## src/rtl/mvm_stream_if.sv

```systemverilog
// Stream bus between the MVM stream driver and the MAC array.
// Carries the vector words sent to the MAC and the result words coming back.
interface mvm_stream_if #(
  parameter int DATA_LENGTH = 14
);
  logic [DATA_LENGTH-1:0] input_data;
  logic                   input_valid;
  logic                   input_ready;
  logic [DATA_LENGTH-1:0] output_data;
  logic                   output_valid;
  logic                   output_ready;

  modport master (
    output input_data, input_valid, output_ready,
    input  input_ready, output_data, output_valid
  );

  modport slave (
    input  input_data, input_valid, output_ready,
    output input_ready, output_data, output_valid
  );
endinterface

```

## src/rtl/mvm_stream_driver.sv

```systemverilog
// MVM stream driver: streams the x buffer out to the MAC, collects the
// result words into the y buffer and exposes them on a registered read port.
// Optional build macro MVM_DRV_THROTTLE_EN: result ready toggles every RECV
// cycle so results are accepted on alternate cycles only.
//
// state | meaning
// IDLE  | waiting for start, host may load x buffer
// SEND  | streaming x_buf[0..COL-1] to the MAC
// RECV  | collecting ROW result words into y_buf
// DONE  | results valid, host may reload x buffer or restart
module mvm_stream_driver #(
  parameter int DATA_LENGTH       = 14,
  parameter int MATRIX_ROW_LENGTH = 8,
  parameter int MATRIX_COL_LENGTH = 8
) (
  input  logic                                 clk,
  input  logic                                 reset,
  input  logic                                 load_en,
  input  logic [$clog2(MATRIX_COL_LENGTH)-1:0] load_addr,
  input  logic [DATA_LENGTH-1:0]               load_data,
  input  logic                                 start,
  output logic                                 busy,
  output logic                                 done,
  input  logic [$clog2(MATRIX_ROW_LENGTH)-1:0] rd_addr,
  output logic [DATA_LENGTH-1:0]               rd_data,
  mvm_stream_if.master                         stream
);
  localparam int CW = $clog2(MATRIX_COL_LENGTH);
  localparam int RW = $clog2(MATRIX_ROW_LENGTH);

  localparam logic [1:0] S_IDLE = 2'd0;
  localparam logic [1:0] S_SEND = 2'd1;
  localparam logic [1:0] S_RECV = 2'd2;
  localparam logic [1:0] S_DONE = 2'd3;

  logic [1:0]             state;
  logic [DATA_LENGTH-1:0] x_buf [MATRIX_COL_LENGTH];
  logic [DATA_LENGTH-1:0] y_buf [MATRIX_ROW_LENGTH];
  logic [CW-1:0]          send_idx;
  logic [CW-1:0]          send_nxt;
  logic [RW-1:0]          recv_idx;
  logic                   tx_beat;
  logic                   rx_beat;

  assign send_nxt = send_idx + CW'(1);
  assign tx_beat  = stream.input_valid & stream.input_ready;
  assign rx_beat  = stream.output_valid & stream.output_ready;
  assign busy     = (state == S_SEND) || (state == S_RECV);
  assign done     = (state == S_DONE);

  // Run sequencing, x buffer loading, transmit and receive handshakes.
  always_ff @(posedge clk or posedge reset) begin
    if (reset) begin
      state               <= S_IDLE;
      send_idx            <= '0;
      recv_idx            <= '0;
      stream.input_valid  <= 1'b0;
      stream.input_data   <= '0;
      stream.output_ready <= 1'b0;
      for (int i = 0; i < MATRIX_COL_LENGTH; i++) x_buf[i] <= '0;
      for (int i = 0; i < MATRIX_ROW_LENGTH; i++) y_buf[i] <= '0;
    end else begin
      case (state)
        S_IDLE, S_DONE: begin
          if (load_en) x_buf[load_addr] <= load_data;
          // start sees the pre-load x_buf[0] if both arrive together
          if (start) begin
            state              <= S_SEND;
            stream.input_valid <= 1'b1;
            stream.input_data  <= x_buf[0];
            send_idx           <= '0;
            recv_idx           <= '0;
          end
        end
        S_SEND: begin
          if (tx_beat) begin
            if (send_idx == CW'(MATRIX_COL_LENGTH - 1)) begin
              stream.input_valid  <= 1'b0;
              stream.input_data   <= '0;
              stream.output_ready <= 1'b1;
              state               <= S_RECV;
            end else begin
              send_idx          <= send_nxt;
              stream.input_data <= x_buf[send_nxt];
            end
          end
        end
        S_RECV: begin
          if (rx_beat) begin
            y_buf[recv_idx] <= stream.output_data;
            recv_idx        <= recv_idx + RW'(1);
          end
          if (rx_beat && (recv_idx == RW'(MATRIX_ROW_LENGTH - 1))) begin
            stream.output_ready <= 1'b0;
            state               <= S_DONE;
          end else begin
`ifdef MVM_DRV_THROTTLE_EN
            stream.output_ready <= ~stream.output_ready;
`else
            stream.output_ready <= 1'b1;
`endif
          end
        end
        default: state <= S_IDLE;
      endcase
    end
  end

  // Registered y buffer read port, live in every state.
  always_ff @(posedge clk or posedge reset) begin
    if (reset) rd_data <= '0;
    else       rd_data <= y_buf[rd_addr];
  end
endmodule

```

## src/flat_wrapper.sv

```systemverilog
// flat-port wrapper written by rule: the top's interface ports become plain ports
module mvm_stream_driver_flat 
#(
  parameter int DATA_LENGTH       = 14,
  parameter int MATRIX_ROW_LENGTH = 8,
  parameter int MATRIX_COL_LENGTH = 8
)
  (clk, reset, load_en, load_addr, load_data, start, busy, done, rd_addr, rd_data, stream_input_data, stream_input_valid, stream_output_ready, stream_input_ready, stream_output_data, stream_output_valid);
  mvm_stream_if #(.DATA_LENGTH(DATA_LENGTH)) stream_i ();
  input  logic clk;
  input  logic reset;
  input  logic load_en;
  input  logic [$clog2(MATRIX_COL_LENGTH)-1:0] load_addr;
  input  logic [DATA_LENGTH-1:0] load_data;
  input  logic start;
  output logic busy;
  output logic done;
  input  logic [$clog2(MATRIX_ROW_LENGTH)-1:0] rd_addr;
  output logic [DATA_LENGTH-1:0] rd_data;
  output wire logic [$bits(stream_i.input_data)-1:0] stream_input_data;
  output wire logic [$bits(stream_i.input_valid)-1:0] stream_input_valid;
  output wire logic [$bits(stream_i.output_ready)-1:0] stream_output_ready;
  input wire logic [$bits(stream_i.input_ready)-1:0] stream_input_ready;
  input wire logic [$bits(stream_i.output_data)-1:0] stream_output_data;
  input wire logic [$bits(stream_i.output_valid)-1:0] stream_output_valid;
  assign stream_input_data = stream_i.input_data;
  assign stream_input_valid = stream_i.input_valid;
  assign stream_output_ready = stream_i.output_ready;
  assign stream_i.input_ready = stream_input_ready;
  assign stream_i.output_data = stream_output_data;
  assign stream_i.output_valid = stream_output_valid;
  mvm_stream_driver #(.DATA_LENGTH(DATA_LENGTH), .MATRIX_ROW_LENGTH(MATRIX_ROW_LENGTH), .MATRIX_COL_LENGTH(MATRIX_COL_LENGTH)) u_core (.clk(clk), .reset(reset), .load_en(load_en), .load_addr(load_addr), .load_data(load_data), .start(start), .busy(busy), .done(done), .rd_addr(rd_addr), .rd_data(rd_data), .stream(stream_i));
endmodule
```

## config.mk

```make
export PLATFORM = sky130hd
export DESIGN_NAME = mvm_stream_driver_flat
export DESIGN_NICKNAME = d
export VERILOG_FILES = /design/src/rtl/mvm_stream_if.sv /design/src/rtl/mvm_stream_driver.sv /design/src/flat_wrapper.sv
export SDC_FILE = /design/constraint.sdc
export NUM_CORES = 1
export LEC_CHECK = 0
export BUFFER_PORTS_ARGS = -buffer_cell sky130_fd_sc_hd__buf_2
export CAP_MARGIN = 10
export CORE_UTILIZATION = 60
export DETAILED_ROUTE_END_ITERATION = 8
export GPL_TIMING_DRIVEN = 0
export PLACE_DENSITY = 0.79
export SLEW_MARGIN = 20
export SYNTH_ARGS = -nofsm -noshare
export SYNTH_HDL_FRONTEND = slang
export SYNTH_SLANG_ARGS = --single-unit
```

## constraint.sdc

```tcl
create_clock -name clk -period 8.8 [get_ports clk]
set_input_delay 0.44 -clock clk [delete_from_list [all_inputs] [get_ports clk]]
set_output_delay 0.44 -clock clk [all_outputs]
set_load 0.01 [all_outputs]
```

==> flow_summary.ini, run 1 <==
[power_and_ir_drop]
peakVddDrop_v = 0.0002227
ratio_of_total_power_to_cell_area_nw_per_um2 = 333.1
leakage_uw = 0.006256

[finish]
antenna_cells = 0
synthToLayoutAreaGrowth_pct = 14.10
drive_gt1_frac = 0.5218
num-nets-final = 900

[global_routing]
antenna_found_initial = 0
wire_length_of_the_first_global_routing_pass_um = 41090
grt_overflow = 0
grt_util_all_layers = 0.2666
maximum_number_of_pins_on_one_net_before_global_route_repair = 99
grt_pass1_vias = 7491

[yosys]
synth_largest_type_area_fraction = 0.5576
post_synth_inst_count = 751
ys_ff_latch = 262
synth_seq_area_share = 0.5576
synth.area.top_cells = sky130_fd_sc_hd__dfrtp_1 56%, sky130_fd_sc_hd__mux2_2 22%, sky130_fd_sc_hd__mux4_2 11%
synth_nets = 799
synth_warnings = 0
netlist-cell-type-count = 30
yosysTopAreaCell = sky130_fd_sc_hd__dfrtp_1
synth_area_um2 = 11760
syn_area_per_cell_um2 = 15.66

[die]
core-area_um2 = 18960
design.die.area_um2 = 20160
horizontal_extent_of_the_die_um = 142.0
top_level_ports = 72
rows = 50
dieHeight_um = 142.0
floorplan.initialDensity = 0.6203

[clock_tree]
clock_latency_on_the_worst_skew_pair_ps = 520
clock-sinks = 262
numCtsBuffers = 27
root_buffer = sky130_fd_sc_hd__clkbuf_16
clockBufferDepth = 3
cts.repair.resized = 0
cts_post_setup_buffers_inserted = 0
cts.clk_slew.worst_paths_ps = 60
cts_tree = built
ctsHtreeMaxLevel = 1

[worst_hold_path]
hold_path_class = primary input to flip-flop
holdCritStartpoint = stream_output_data[0]

[placed_design]
hpwlAfterDp_um = 16750
globalplace.congestion = 0.8031
buffer_ports.inserted = 69

[setup_path]
start_kind = flip-flop
arrival_time_worst_endpoint_ps = 3180
path_depth = 7
worst_path_dominant_cell_family = buffers and inverters
cell_depth_of_the_worst_flop_to_flop_path = 7
worst-setup-path-type = flip-flop to flip-flop
r2r_end = u_core.stream.input_data[1]$_DFFE_PP0P_
cp-end-kind = flip-flop
critical_path.slowest_cell = sky130_fd_sc_hd__clkbuf_1
cp_num_buf_inv = 2
critPathMaxStageDelay_ps = 640
termination_of_the_worst_setup_path = u_core.stream.input_data[1]$_DFFE_PP0P_
critical_path_cell_by_cell = ha_1 > ha_1 > clkbuf_1 > clkbuf_1 > mux2_2 > a21oi_1 > a21oi_1
r2r_start = u_core.send_idx[0]$_DFFE_PP0P_
crit_start = u_core.send_idx[0]$_DFFE_PP0P_
timing.critical_path.required_ps = 9180
timing.reg2reg.setup_slack_ps = 6000
worstPathMaxFanout = 10

[routing]
wl_per_cell_um = 22.33
via_count = 6812
routed_wl_um = 25280
drtIter0Drc = 464
drc = 0
ant_nets = 0
via_per_inst = 6.018
first_pass_iters = 5

[sta]
rsz0062_at_grt = false
max_freq_mhz = 356.8
worst_pin_slew_ps = 807.7
timing.final.max_slew_violations = 0
fin_crit_sh = 0.3185
finalHoldWorstSlack_ps = 249.6
report.final.hold_viol_count = 0
finClkSkew_ps = 8.645
min_period_ps = 2803
finalSetupViolations = 0
maxSlewHeadroom = 0.4615
final.setup.tns_ps = 0

[status]
outcome = complete, no violations

[job]
drv.max_cap_violation_count = 0
report_power, final:
part / switching (µW) / total, µW / internal [µW]
Sequential: 226 / 1830 / 1610
Combinational: 655 / 1470 / 819
Clock: 454 / 1160 / 709
Total: 1340 / 4470 / 3130
cells in the final DEF, fill, tap and decap left out, types with 2 or more instances in the layout:
cell	synthesis	layout
sky130_fd_sc_hd__mux4_2	56	56
sky130_fd_sc_hd__a22o_1	2	2
sky130_fd_sc_hd__mux2i_1	2	2
sky130_fd_sc_hd__buf_16	0	2
sky130_fd_sc_hd__nand2_1	13	13
sky130_fd_sc_hd__buf_2	21	90
sky130_fd_sc_hd__clkbuf_1	16	22
sky130_fd_sc_hd__clkinv_2	0	6
sky130_fd_sc_hd__bufinv_16	0	3
sky130_fd_sc_hd__mux2_2	232	232
sky130_fd_sc_hd__buf_12	2	2
sky130_fd_sc_hd__or3_1	4	4
sky130_fd_sc_hd__nand3_1	5	5
sky130_fd_sc_hd__o21ai_0	7	7
sky130_fd_sc_hd__a21oi_1	32	32
sky130_fd_sc_hd__nor2b_1	16	16
sky130_fd_sc_hd__inv_1	6	5
sky130_fd_sc_hd__buf_6	4	4
sky130_fd_sc_hd__dfrtp_1	262	262
sky130_fd_sc_hd__clkbuf_8	0	7
sky130_fd_sc_hd__ha_1	8	8
sky130_fd_sc_hd__nor2_1	28	28
sky130_fd_sc_hd__nand2b_1	5	5
sky130_fd_sc_hd__mux2_4	20	20
sky130_fd_sc_hd__clkbuf_16	0	27
worst min path at each step:
stage | endpoint | cells after the start | slack, ps
2_1_floorplan | u_core.x_buf[42]$_DFFE_PP0P_ | 1 | 470
3_3_place_gp | u_core.x_buf[42]$_DFFE_PP0P_ | 1 | 480
3_5_place_dp | u_core.y_buf[99]$_DFFE_PP0P_ | 1 | 490
4_1_cts | u_core.y_buf[84]$_DFFE_PP0P_ | 2 | 230
5_1_grt | u_core.x_buf[6]$_DFFE_PP0P_ | 2 | 260
6_report | u_core.y_buf[84]$_DFFE_PP0P_ | 2 | 250
worst reg2reg max path, delay by kind of cell (launching register included):
family	cells	cell delay, ps
multiplexers	1	430
buffers and inverters	2	970
AO/OA/AOI/OAI	2	280
flip-flops	1	460
adder cells (fa/ha/maj)	2	530
layout make-up:
cell class / instances / area, µm²
timing repair buffer: 72 / 410.4
clock inverter: 9 / 120.1
clock buffer: 40 / 794.5
sequential: 262 / 6556
buffer: 43 / 250.2
tap: 260 / 325.3
fill: 1234 / 5540
inverter: 6 / 30.03
multi-input combinational: 440 / 4928
timing repair:
action	CTS	global route
hold buffers	1	0
endpoints found under the hold margin	34	0
setup endpoints to repair	0	0
Yosys cell counts:
| master | instances |
|---|---|
| sky130_fd_sc_hd__inv_1 | 6 |
| sky130_fd_sc_hd__and4_2 | 1 |
| sky130_fd_sc_hd__nor2_1 | 28 |
| sky130_fd_sc_hd__a211o_1 | 1 |
| sky130_fd_sc_hd__clkbuf_1 | 16 |
| sky130_fd_sc_hd__buf_2 | 21 |
| sky130_fd_sc_hd__a211oi_1 | 1 |
| sky130_fd_sc_hd__nand3_1 | 5 |
| sky130_fd_sc_hd__and2b_2 | 1 |
| sky130_fd_sc_hd__buf_6 | 4 |
| sky130_fd_sc_hd__o21ai_0 | 7 |
| sky130_fd_sc_hd__o2bb2ai_1 | 1 |
| sky130_fd_sc_hd__mux4_2 | 56 |
| sky130_fd_sc_hd__ha_1 | 8 |
| sky130_fd_sc_hd__mux2_2 | 232 |
| sky130_fd_sc_hd__a22o_1 | 2 |
| sky130_fd_sc_hd__mux2i_1 | 2 |
| sky130_fd_sc_hd__nand2b_1 | 5 |
| sky130_fd_sc_hd__nand2b_2 | 1 |
| sky130_fd_sc_hd__a21oi_1 | 32 |
| sky130_fd_sc_hd__and3_4 | 1 |
| sky130_fd_sc_hd__buf_12 | 2 |
| sky130_fd_sc_hd__dfrtp_1 | 262 |
| sky130_fd_sc_hd__nor2b_1 | 16 |
| sky130_fd_sc_hd__mux2_4 | 20 |
| sky130_fd_sc_hd__o221ai_1 | 1 |
| sky130_fd_sc_hd__nand2_1 | 13 |
| sky130_fd_sc_hd__or3_1 | 4 |
| sky130_fd_sc_hd__nand2_2 | 1 |
| sky130_fd_sc_hd__nand3b_1 | 1 |
per-stage QoR:
stage	util	power [µW]	std cells	worst slack (ps)	instance area [µm²]
floorplan	-	2902	751	1148	11760
global placement	0.6556	3214	1080	-887.1	12430
detailed placement	0.6589	3313	1082	6056	12490
CTS	0.7077	4491	1132	6028	13420
global route	0.7077	4693	1132	5880	13420
finish	0.7077	4469	1132	5997	13420
registers in the layout, summed over array words and instances, names as in the netlist:
name	count
u_core.rd_data	14
u_core.recv_idx	3
u_core.send_idx	3
u_core.state	2
u_core.stream.input_data	14
u_core.stream.input_valid	1
u_core.stream.output_ready	1
u_core.x_buf	112
u_core.y_buf	112
logic make-up after synthesis:
group,share of synthesized area
simple gates,0.03299
mux,0.3567
flops,0.5576
buf+inv,0.02320
fa+ha+maj,0.008514
compound gates,0.02096
routing by layer:
metal / wire length (µm) / up-vias / track usage
met5: 0 / - / 0
met4: 595 / 0 / 0.07866
met3: 1096 / 50 / 0.03634
met2: 13160 / 191 / 0.4678
met1: 10420 / 3603 / 0.3481
li1: - / 2968 / -
No activity file was read; power rests on OpenSTA's default activity.
==> run 2, diff against run 1 <==
--- a/config.mk
+++ b/config.mk
@@ -7,10 +7,10 @@
 export LEC_CHECK = 0
 export BUFFER_PORTS_ARGS = -buffer_cell sky130_fd_sc_hd__buf_2
 export CAP_MARGIN = 10
-export CORE_UTILIZATION = 60
+export CORE_UTILIZATION = 55
 export DETAILED_ROUTE_END_ITERATION = 8
 export GPL_TIMING_DRIVEN = 0
-export PLACE_DENSITY = 0.79
+export PLACE_DENSITY = 0.76
 export SLEW_MARGIN = 20
 export SYNTH_ARGS = -nofsm -noshare
 export SYNTH_HDL_FRONTEND = slang
==> constraint.sdc (replaced) <==
create_clock -name clk -period 2.4 [get_ports clk]
set_input_delay 0.12 -clock clk [delete_from_list [all_inputs] [get_ports clk]]
set_output_delay 0.12 -clock clk [all_outputs]
set_load 0.01 [all_outputs]
==> flow_summary.ini, run 2 (synthesis results as in run 1) <==
[status]
outcome = complete, no violations

[power_and_ir_drop]
power.clock.fraction = 0.250
design_power_total_uw = 16530
share_seq_of_total_power = 0.406
leakage_uw = 0.006453
power_frac_comb = 0.345
ratio_of_total_power_to_cell_area_nw_per_um2 = 1182
power.switching_fraction = 0.3026
cellInternalPower_uw = 11530
power_switching_uw = 5002
peakVddDrop_v = 0.0008771

[setup_path]
critical_path_cell_by_cell = inv_1 > ha_1 > buf_2 > nand3b_1 > nor2_2 > clkbuf_4 > mux2_2
path_depth = 7
worst-setup-path-type = flip-flop to flip-flop
timing.critical_path.required_ps = 2810
cell_depth_of_the_worst_flop_to_flop_path = 7
start_kind = flip-flop
critPathMaxStageDelay_ps = 400
worst_path_dominant_cell_family = buffers and inverters
cp_num_buf_inv = 3
critical_path.slowest_cell = sky130_fd_sc_hd__dfrtp_1
arrival_time_worst_endpoint_ps = 2810
worstPathMaxFanout = 10
cp-end-kind = flip-flop

[global_routing]
maximum_number_of_pins_on_one_net_before_global_route_repair = 39
antenna_found_initial = 0
use_met2 = 0.4446
grt_util_all_layers = 0.2513
grt_pass1_vias = 7791
globalRoute.busiestLayer = met2
grt_met3_use = 0.03221
globalRouteMet1Util = 0.3172
wire_length_of_the_first_global_routing_pass_um = 42460
grt_overflow = 0

[clock_tree]
cts.clk_slew.worst_paths_ps = 60
ctsHtreeMaxLevel = 1
clockBufferDepth = 3
cts_tree = built
root_buffer = sky130_fd_sc_hd__clkbuf_16
clock-sinks = 262
clock_latency_on_the_worst_skew_pair_ps = 530
numCtsBuffers = 27

[sta]
report.final.hold_viol_count = 0
finClkSkew_ps = 9.599
worst_pin_slew_ps = 765.3
maxSlewHeadroom = 0.4898
finalHoldWorstSlack_ps = 21.78
final_critical_path_setup_slack_ps = 4.166
timing.final.max_slew_violations = 0
rsz0062_at_grt = true
max_freq_mhz = 417.4
final.setup.tns_ps = 0
min_period_ps = 2396
finalSetupViolations = 0
fin_crit_sh = 0.9983

[finish]
drive_gt1_frac = 0.5341
fillers = 1407
reg_top3 = u_core.x_buf x112, u_core.y_buf x112
commonest_cells_after_routing_fill_and_taps_aside = 261 x sky130_fd_sc_hd__dfrtp_1, 232 x sky130_fd_sc_hd__mux2_2, 77 x sky130_fd_sc_hd__buf_2, 56 x sky130_fd_sc_hd__mux4_2, 31 x sky130_fd_sc_hd__dlygate4sd3_1
final_cell_area_um2 = 13990
synthToLayoutAreaGrowth_pct = 18.95
antenna_cells = 0
num-nets-final = 936
area_taken_by_multi_input_logic_gates_um2 = 5004
register_area_um2 = 6558
mostFrequentLayoutCell = sky130_fd_sc_hd__dfrtp_1

[routing]
ant_nets = 0
drc = 0
first_pass_iters = 5
via_per_inst = 5.893
via_count = 6971
wl_per_cell_um = 21.98
drtIter0Drc = 350
routed_wl_um = 26000

[placed_design]
postPlaceCellArea_um2 = 12650
buffer_ports.inserted = 69
pre_cts_slack_ps = -423.1
hpwlAfterDp_um = 17320
globalplace.congestion = 0.8079

[job]
drv.max_cap_violation_count = 0

[die]
top_level_ports = 72
core-area_um2 = 21020
design.die.area_um2 = 21970
floorplan.initialDensity = 0.5593
rows = 53
horizontal_extent_of_the_die_um = 148.2
dieHeight_um = 148.2

[worst_hold_path]
holdPathStages = 4
hold_path_class = primary input to flip-flop
[run 2: cell count changes in the layout (fill, tap and decap cells not counted), moves of 4 or more]
| cell | before | now |
|---|---|---|
| sky130_fd_sc_hd__nor2_2 | 0 | 9 |
| sky130_fd_sc_hd__dlygate4sd3_1 | 1 | 31 |
| sky130_fd_sc_hd__nor2_1 | 28 | 16 |
| sky130_fd_sc_hd__buf_4 | 0 | 7 |
| sky130_fd_sc_hd__clkbuf_1 | 22 | 16 |
| sky130_fd_sc_hd__buf_12 | 2 | 10 |
| sky130_fd_sc_hd__clkbuf_4 | 0 | 9 |
| sky130_fd_sc_hd__buf_2 | 90 | 77 |
| sky130_fd_sc_hd__clkbuf_2 | 0 | 4 |
[run 2: timing repair]
item | 4_1_cts | 5_1_grt
buffers inserted | 0 | 2
setup endpoints to repair | 128 | 139
hold endpoints to repair | 300 | 0
pin swaps | 0 | 1
gates resized for setup | 23 | 24
hold buffers | 31 | 0
[run 2: worst paths after layout]
path                                         startpoint                                      to  slack (ps)
hold reg to reg            u_core.x_buf[79]$_DFFE_PP0P_            u_core.x_buf[79]$_DFFE_PP0P_         500
min in group asynchronous                         reset            u_core.y_buf[55]$_DFFE_PP0P_         150
setup reg to reg            u_core.state[0]$_DFFE_PP0P_            u_core.x_buf[64]$_DFFE_PP0P_           4
max in group asynchronous                         reset            u_core.x_buf[16]$_DFFE_PP0P_        1140
hold / removal                       stream_input_ready  u_core.stream.output_ready$_DFFE_PP0P_          20
setup / recovery            u_core.state[0]$_DFFE_PP0P_            u_core.x_buf[64]$_DFFE_PP0P_           4
[run 2: power groups by stage]
stage / registers, µW / logic (µW) / clock network (µW)
finish: 6710 / 5690 / 4120
global route: 6880 / 6120 / 4370
floorplan: 6540 / 4100 / 0
global placement: 6590 / 5170 / 0
CTS: 6690 / 5640 / 4190
detailed placement: 6740 / 5440 / 0
[run 2: area by class of cell]
cell class | count | share of cell area
plain buffers | 40 | 0.02129
inverters | 6 | 0.001879
well taps | 275 | 0.02460
clock buffers | 44 | 0.05931
flip-flops and latches | 262 | 0.4689
clock inverters | 5 | 0.003847
repair buffers | 111 | 0.06244
multi-input cells | 440 | 0.3578
[run 2: stage by stage]
stage	utilization	instances
2_1_floorplan	-	751
3_3_place_gp	0.5923	1095
3_5_place_dp	0.6019	1104
4_1_cts	0.6620	1183
5_1_grt	0.6653	1183
6_report	0.6653	1183
[run 2: worst min-delay path, delay by kind of cell]
family / cells / cell delay [ps]
compound gates: 2 / 200
buf+inv: 1 / 110
simple gates: 1 / 80
[run 2: layer usage]
metal	routed length, µm	up-vias
met2	13740	188
met5	0	-
met1	10690	3690
met4	601	0
li1	-	3040
met3	965	53
